===== config.mk =====
export PLATFORM = sky130hd
export DESIGN_NAME = regfile_write_arbiter_flat
export DESIGN_NICKNAME = d
export VERILOG_FILES = /design/src/rtl/regfile_write_arbiter_pkg.sv /design/src/rtl/regfile_write_arbiter_if.sv /design/src/rtl/regfile_write_arbiter_rr.sv /design/src/rtl/regfile_write_arbiter.sv /design/src/flat_wrapper.sv
export SDC_FILE = /design/constraint.sdc
export NUM_CORES = 1
export LEC_CHECK = 0
export ABC_AREA = 1
export CELL_PAD_IN_SITES_DETAIL_PLACEMENT = 1
export CELL_PAD_IN_SITES_GLOBAL_PLACEMENT = 1
export CORE_MARGIN = 10
export CORE_UTILIZATION = 24
export CTS_BUF_LIST = sky130_fd_sc_hd__clkbuf_16
export DETAILED_ROUTE_END_ITERATION = 10
export PLACE_DENSITY_LB_ADDON = 0.05
export RECOVER_POWER = 25
export SYNTH_ARGS = -nofsm -noshare
export SYNTH_HDL_FRONTEND = slang
export SYNTH_SLANG_ARGS = --single-unit

===== constraint.sdc =====
create_clock -name clk -period 1.5 [get_ports clk]
set_input_delay 0.3 -clock clk [delete_from_list [all_inputs] [get_ports clk]]
set_output_delay 0.3 -clock clk [all_outputs]
set_load 0.02 [all_outputs]

===== src/rtl/regfile_write_arbiter_pkg.sv =====
// Shared types and defaults for the register-file write-port arbiter.
package regfile_arb_pkg;

  localparam int unsigned ZERO_REG_DEFAULT   = 31;
  localparam int unsigned ADDR_WIDTH_DEFAULT = 5;
  localparam int unsigned DATA_WIDTH_DEFAULT = 64;

  typedef enum logic {
    GRANT_A = 1'b0,
    GRANT_B = 1'b1
  } grant_t;

  typedef struct packed {
    logic [ADDR_WIDTH_DEFAULT-1:0] addr;
    logic [DATA_WIDTH_DEFAULT-1:0] data;
  } wr_req_t;

endpackage


===== src/rtl/regfile_write_arbiter_if.sv =====
// Two writeback requester channels (A = ALU result, B = load data) into the arbiter.
interface regfile_write_arbiter_if
  import regfile_arb_pkg::*;
#(
  parameter int unsigned DATA_WIDTH = DATA_WIDTH_DEFAULT,
  parameter int unsigned ADDR_WIDTH = ADDR_WIDTH_DEFAULT
);
  logic                  a_valid;
  logic [ADDR_WIDTH-1:0] a_addr;
  logic [DATA_WIDTH-1:0] a_data;
  logic                  a_ready;
  logic                  b_valid;
  logic [ADDR_WIDTH-1:0] b_addr;
  logic [DATA_WIDTH-1:0] b_data;
  logic                  b_ready;

  modport master (
    output a_valid, a_addr, a_data, b_valid, b_addr, b_data,
    input  a_ready, b_ready
  );

  modport slave (
    input  a_valid, a_addr, a_data, b_valid, b_addr, b_data,
    output a_ready, b_ready
  );
endinterface


===== src/rtl/regfile_write_arbiter_rr.sv =====
// Two-way round-robin grant logic with the last-grant state flop.
module rr_arbiter2
  import regfile_arb_pkg::*;
(
  input  logic   clk,
  input  logic   reset_n,
  input  logic   hold,
  input  logic   aValid,
  input  logic   bValid,
  output logic   aGrant,
  output logic   bGrant,
  output grant_t lastGrant
);
  grant_t lastGrantNext;

  // Reset to B so that A wins the first contention.
  always_ff @(posedge clk) begin
    if (!reset_n) lastGrant <= GRANT_B;
    else          lastGrant <= lastGrantNext;
  end

  always_comb begin
    aGrant        = 1'b0;
    bGrant        = 1'b0;
    lastGrantNext = lastGrant;
    if (reset_n && !hold) begin
      aGrant = aValid && (!bValid || (lastGrant == GRANT_B));
      bGrant = bValid && (!aValid || (lastGrant == GRANT_A));
      if (aGrant)      lastGrantNext = GRANT_A;
      else if (bGrant) lastGrantNext = GRANT_B;
    end
  end
endmodule


===== src/rtl/regfile_write_arbiter.sv =====
// Shares the register file's single write port between ALU and load writeback,
// registering the granted write and suppressing writes to the zero register.
module regfile_write_arbiter
  import regfile_arb_pkg::*;
#(
  parameter int unsigned DATA_WIDTH = DATA_WIDTH_DEFAULT,
  parameter int unsigned ADDR_WIDTH = ADDR_WIDTH_DEFAULT,
  parameter int unsigned ZERO_REG   = ZERO_REG_DEFAULT
)(
  input  logic                    clk,
  input  logic                    reset_n,
  input  logic                    hold,
  regfile_write_arbiter_if.slave  req,
  output logic                    RegWrite,
  output logic [ADDR_WIDTH-1:0]   WriteRegister,
  output logic [DATA_WIDTH-1:0]   WriteData,
  output logic                    last_grant
);
  localparam logic [ADDR_WIDTH-1:0] ZeroAddr = ADDR_WIDTH'(ZERO_REG);

  logic                  aGrant;
  logic                  bGrant;
  grant_t                lastGrant;
  logic [ADDR_WIDTH-1:0] selAddr;
  logic [DATA_WIDTH-1:0] selData;

  rr_arbiter2 uArb (
    .clk       (clk),
    .reset_n   (reset_n),
    .hold      (hold),
    .aValid    (req.a_valid),
    .bValid    (req.b_valid),
    .aGrant    (aGrant),
    .bGrant    (bGrant),
    .lastGrant (lastGrant)
  );

  assign req.a_ready = aGrant;
  assign req.b_ready = bGrant;
  assign last_grant  = lastGrant;

  always_comb begin
    selAddr = req.a_addr;
    selData = req.a_data;
    if (bGrant) begin
      selAddr = req.b_addr;
      selData = req.b_data;
    end
  end

  // Zero-register writes still complete the handshake; only the enable is dropped.
  always_ff @(posedge clk) begin
    if (!reset_n) begin
      RegWrite      <= 1'b0;
      WriteRegister <= '0;
      WriteData     <= '0;
    end else if (aGrant || bGrant) begin
      RegWrite      <= (selAddr != ZeroAddr);
      WriteRegister <= selAddr;
      WriteData     <= selData;
    end else begin
      RegWrite      <= 1'b0;
    end
  end
endmodule

===== src/flat_wrapper.sv =====
// flat-port wrapper written by rule: the top's interface ports become plain ports
module regfile_write_arbiter_flat import regfile_arb_pkg::*;
#(
  parameter int unsigned DATA_WIDTH = DATA_WIDTH_DEFAULT,
  parameter int unsigned ADDR_WIDTH = ADDR_WIDTH_DEFAULT,
  parameter int unsigned ZERO_REG   = ZERO_REG_DEFAULT
)
  (clk, reset_n, hold, RegWrite, WriteRegister, WriteData, last_grant, req_a_valid, req_a_addr, req_a_data, req_b_valid, req_b_addr, req_b_data, req_a_ready, req_b_ready);
  regfile_write_arbiter_if #(.DATA_WIDTH(DATA_WIDTH), .ADDR_WIDTH(ADDR_WIDTH)) req_i ();
  input  logic clk;
  input  logic reset_n;
  input  logic hold;
  output logic RegWrite;
  output logic [ADDR_WIDTH-1:0] WriteRegister;
  output logic [DATA_WIDTH-1:0] WriteData;
  output logic last_grant;
  input wire logic [$bits(req_i.a_valid)-1:0] req_a_valid;
  input wire logic [$bits(req_i.a_addr)-1:0] req_a_addr;
  input wire logic [$bits(req_i.a_data)-1:0] req_a_data;
  input wire logic [$bits(req_i.b_valid)-1:0] req_b_valid;
  input wire logic [$bits(req_i.b_addr)-1:0] req_b_addr;
  input wire logic [$bits(req_i.b_data)-1:0] req_b_data;
  output wire logic [$bits(req_i.a_ready)-1:0] req_a_ready;
  output wire logic [$bits(req_i.b_ready)-1:0] req_b_ready;
  assign req_i.a_valid = req_a_valid;
  assign req_i.a_addr = req_a_addr;
  assign req_i.a_data = req_a_data;
  assign req_i.b_valid = req_b_valid;
  assign req_i.b_addr = req_b_addr;
  assign req_i.b_data = req_b_data;
  assign req_a_ready = req_i.a_ready;
  assign req_b_ready = req_i.b_ready;
  regfile_write_arbiter #(.DATA_WIDTH(DATA_WIDTH), .ADDR_WIDTH(ADDR_WIDTH), .ZERO_REG(ZERO_REG)) u_core (.clk(clk), .reset_n(reset_n), .hold(hold), .req(req_i), .RegWrite(RegWrite), .WriteRegister(WriteRegister), .WriteData(WriteData), .last_grant(last_grant));
endmodule

==> impl_metrics.json <==
{
  "fin_crit_sh": 0.955,
  "hp-class": "flop to flop",
  "core-area_sq_mm": 0.0138,
  "final_cell_mix": "nand2_1, clkdlybuf4s50_1, dlygate4sd2_1",
  "cts_root_buffer": "clkbuf_16",
  "num-nets-final": 843,
  "tightestPinTransition_ns": 0.770,
  "status": "completed",
  "cts_hold_buf": 0,
  "dieArea_sq_mm": 0.0192,
  "dr.pass1.iters": 4,
  "ant_nets": 0,
  "track_usage": 0.147,
  "path_max_fanout": 3,
  "grt_max_degree": 71,
  "cp.arrival_ns": 1.13,
  "mappedNetlistNets": 621,
  "clock_latency_ns": 0.33,
  "fin_crit_ns": 1.43,
  "dpl.hpwl_um": 11200,
  "synthCells": 478,
  "power_density_mw_per_mm2": 850,
  "ys_seq_area_frac": 0.420,
  "io_buffers": 215,
  "max_cap_viol_count": 0,
  "numCtsBuffers": 9,
  "yosysUniqueCellTypes": 19,
  "vias": 3950,
  "drcViolationCount": 0,
  "final_common_cell": "nand2_1",
  "globalRouteOverflowTotal": 0,
  "place_congestion": 0.805,
  "core.rowCount": 43,
  "criticalPathCategory": "flop to primary output",
  "start_util": 0.245,
  "routed_wl_um": 15900,
  "max-clock-path-buffers": 2,
  "rsz0062_at_grt": "false",
  "routedWlPerCell_um": 18.0,
  "cts.clk_slew.worst_paths_ns": 0.05,
  "start_kind": "flop",
  "relSlewSlack": 0.486,
  "via_per_inst": 4.47,
  "die_w_um": 139,
  "power.leakage_nw": 3.14,
  "endpoint_kind": "primary output",
  "cts_sinks": 71,
  "hold_ws_ns": 0.489,
  "drt_iter0_markers": 172,
  "yosys_warnings": 0,
  "die_h_um": 139,
  "grt_pass1_wl_um": 22900,
  "setup_violations": 0,
  "slew_viol_final": 0,
  "nFillCells": 1663,
  "syn_area_sq_mm": 0.00338,
  "syn_area_per_cell_sq_um": 7.08,
  "antenna_found_initial": 1,
  "io_pins": 216,
  "area_delta_synth_final_pct": 84.8,
  "drive_above_1_share": 0.104,
  "hold_viol": 0,
  "clock-skew-final_ns": 0.00249,
  "antennaDiodeCount": 0,
  "htreeDepth": 3,
  "ir_drop_mv": 0.401,
  "grt_pass1_vias": 4060,
  "cp.required_ns": 1.20,
  "cts_tree": "done",
  "synth_seq_cells": 71,
  "fmax_ghz": 0.698,
  "final_util": 0.452
}
[cell type report]
type / instances / area (sq um) / share of cell area
clock buffer: 9 / 225 / 0.0360
clock inverter: 5 / 20.0 / 0.00320
inverter: 74 / 278 / 0.0444
multi-input combinational: 296 / 1510 / 0.242
sequential: 71 / 1420 / 0.227
tap: 180 / 225 / 0.0360
timing repair buffer: 248 / 2570 / 0.411
[worst max-delay path, cell delays in order (launching register included)]
cell,delay (ns)
dfxtp_1,0.38
buf_4,0.13
clkdlybuf4s15_1,0.29
[cell usage after synthesis]
cell type	n	share of area
a21oi_1	1	0.0015
buf_2	18	0.027
buf_4	7	0.016
buf_6	1	0.0033
clkbuf_1	11	0.012
dfxtp_1	71	0.42
inv_1	53	0.059
inv_2	21	0.023
nand2_1	146	0.16
nand2_2	1	0.0019
nand3_1	70	0.10
nand3_2	1	0.0030
nand4_1	1	0.0019
nor2_1	2	0.0022
nor2_2	1	0.0019
nor2_4	1	0.0033
o211ai_1	70	0.16
o21ai_0	1	0.0015
o21bai_1	1	0.0022
[report_power, final]
| group | total [mW] | leakage [nW] | switching, mW | internal [mW] |
|---|---|---|---|---|
| Sequential | 2.11 | 0.586 | 0.0726 | 2.04 |
| Combinational | 1.39 | 2.42 | 0.674 | 0.716 |
| Clock | 1.81 | 0.129 | 0.741 | 1.07 |
[path summary, 6_finish.rpt]
check                                       endpoint  slack (ns)                   from  depth (start not counted)
worst max register to register       u_core.RegWrite        0.09  u_core.uArb.lastGrant                         10
worst max-delay path                      last_grant        0.07  u_core.uArb.lastGrant                          2
worst min-delay path            u_core.WriteData[57]        0.49   u_core.WriteData[57]                          2
worst min register to register  u_core.WriteData[57]        0.49   u_core.WriteData[57]                          2
[metal layers]
layer | global-route usage | routed length (um) | vias up
met3 | 0.0627 | 1320 | 15
met4 | 0.0445 | 203 | 0
met2 | 0.235 | 7260 | 135
met5 | 0 | 0 | -
met1 | 0.175 | 7150 | 1800
li1 | - | - | 2000
[flip-flops by register name (all words and copies together) (netlist names)]
register / count
u_core.uArb.lastGrant: 1
u_core.WriteData: 64
u_core.WriteRegister: 5
u_core.RegWrite: 1
[cells by family after synthesis]
| family | count (synthesis) | synth area share |
|---|---|---|
| buffers and inverters | 111 | 0.140 |
| flip-flops | 71 | 0.420 |
| AND/OR/NAND/NOR | 223 | 0.280 |
| AO/OA/AOI/OAI | 73 | 0.160 |
[timing repair]
action | in CTS | in global routing
setup endpoints to repair | 137 | 69
buffers inserted | 0 | 1
gates resized for setup | 90 | 10
pin swaps | 0 | 1
gates cloned | 1 | 7
[metrics by stage]
step	cells	total power, mW	area [sq um]	TNS, ns	setup slack, ns
2_1_floorplan	478	2.74	3380	0	0.127
3_3_place_gp	860	3.57	5810	-28.11	-0.503
4_1_cts	875	5.37	6010	0	0.0134
6_report	883	5.31	6250	0	0.0669
3_5_place_dp	860	3.60	5810	-31.35	-0.502
5_1_grt	883	5.62	6250	0	0.00106
Note: power is estimated with default switching activity, not from simulation.
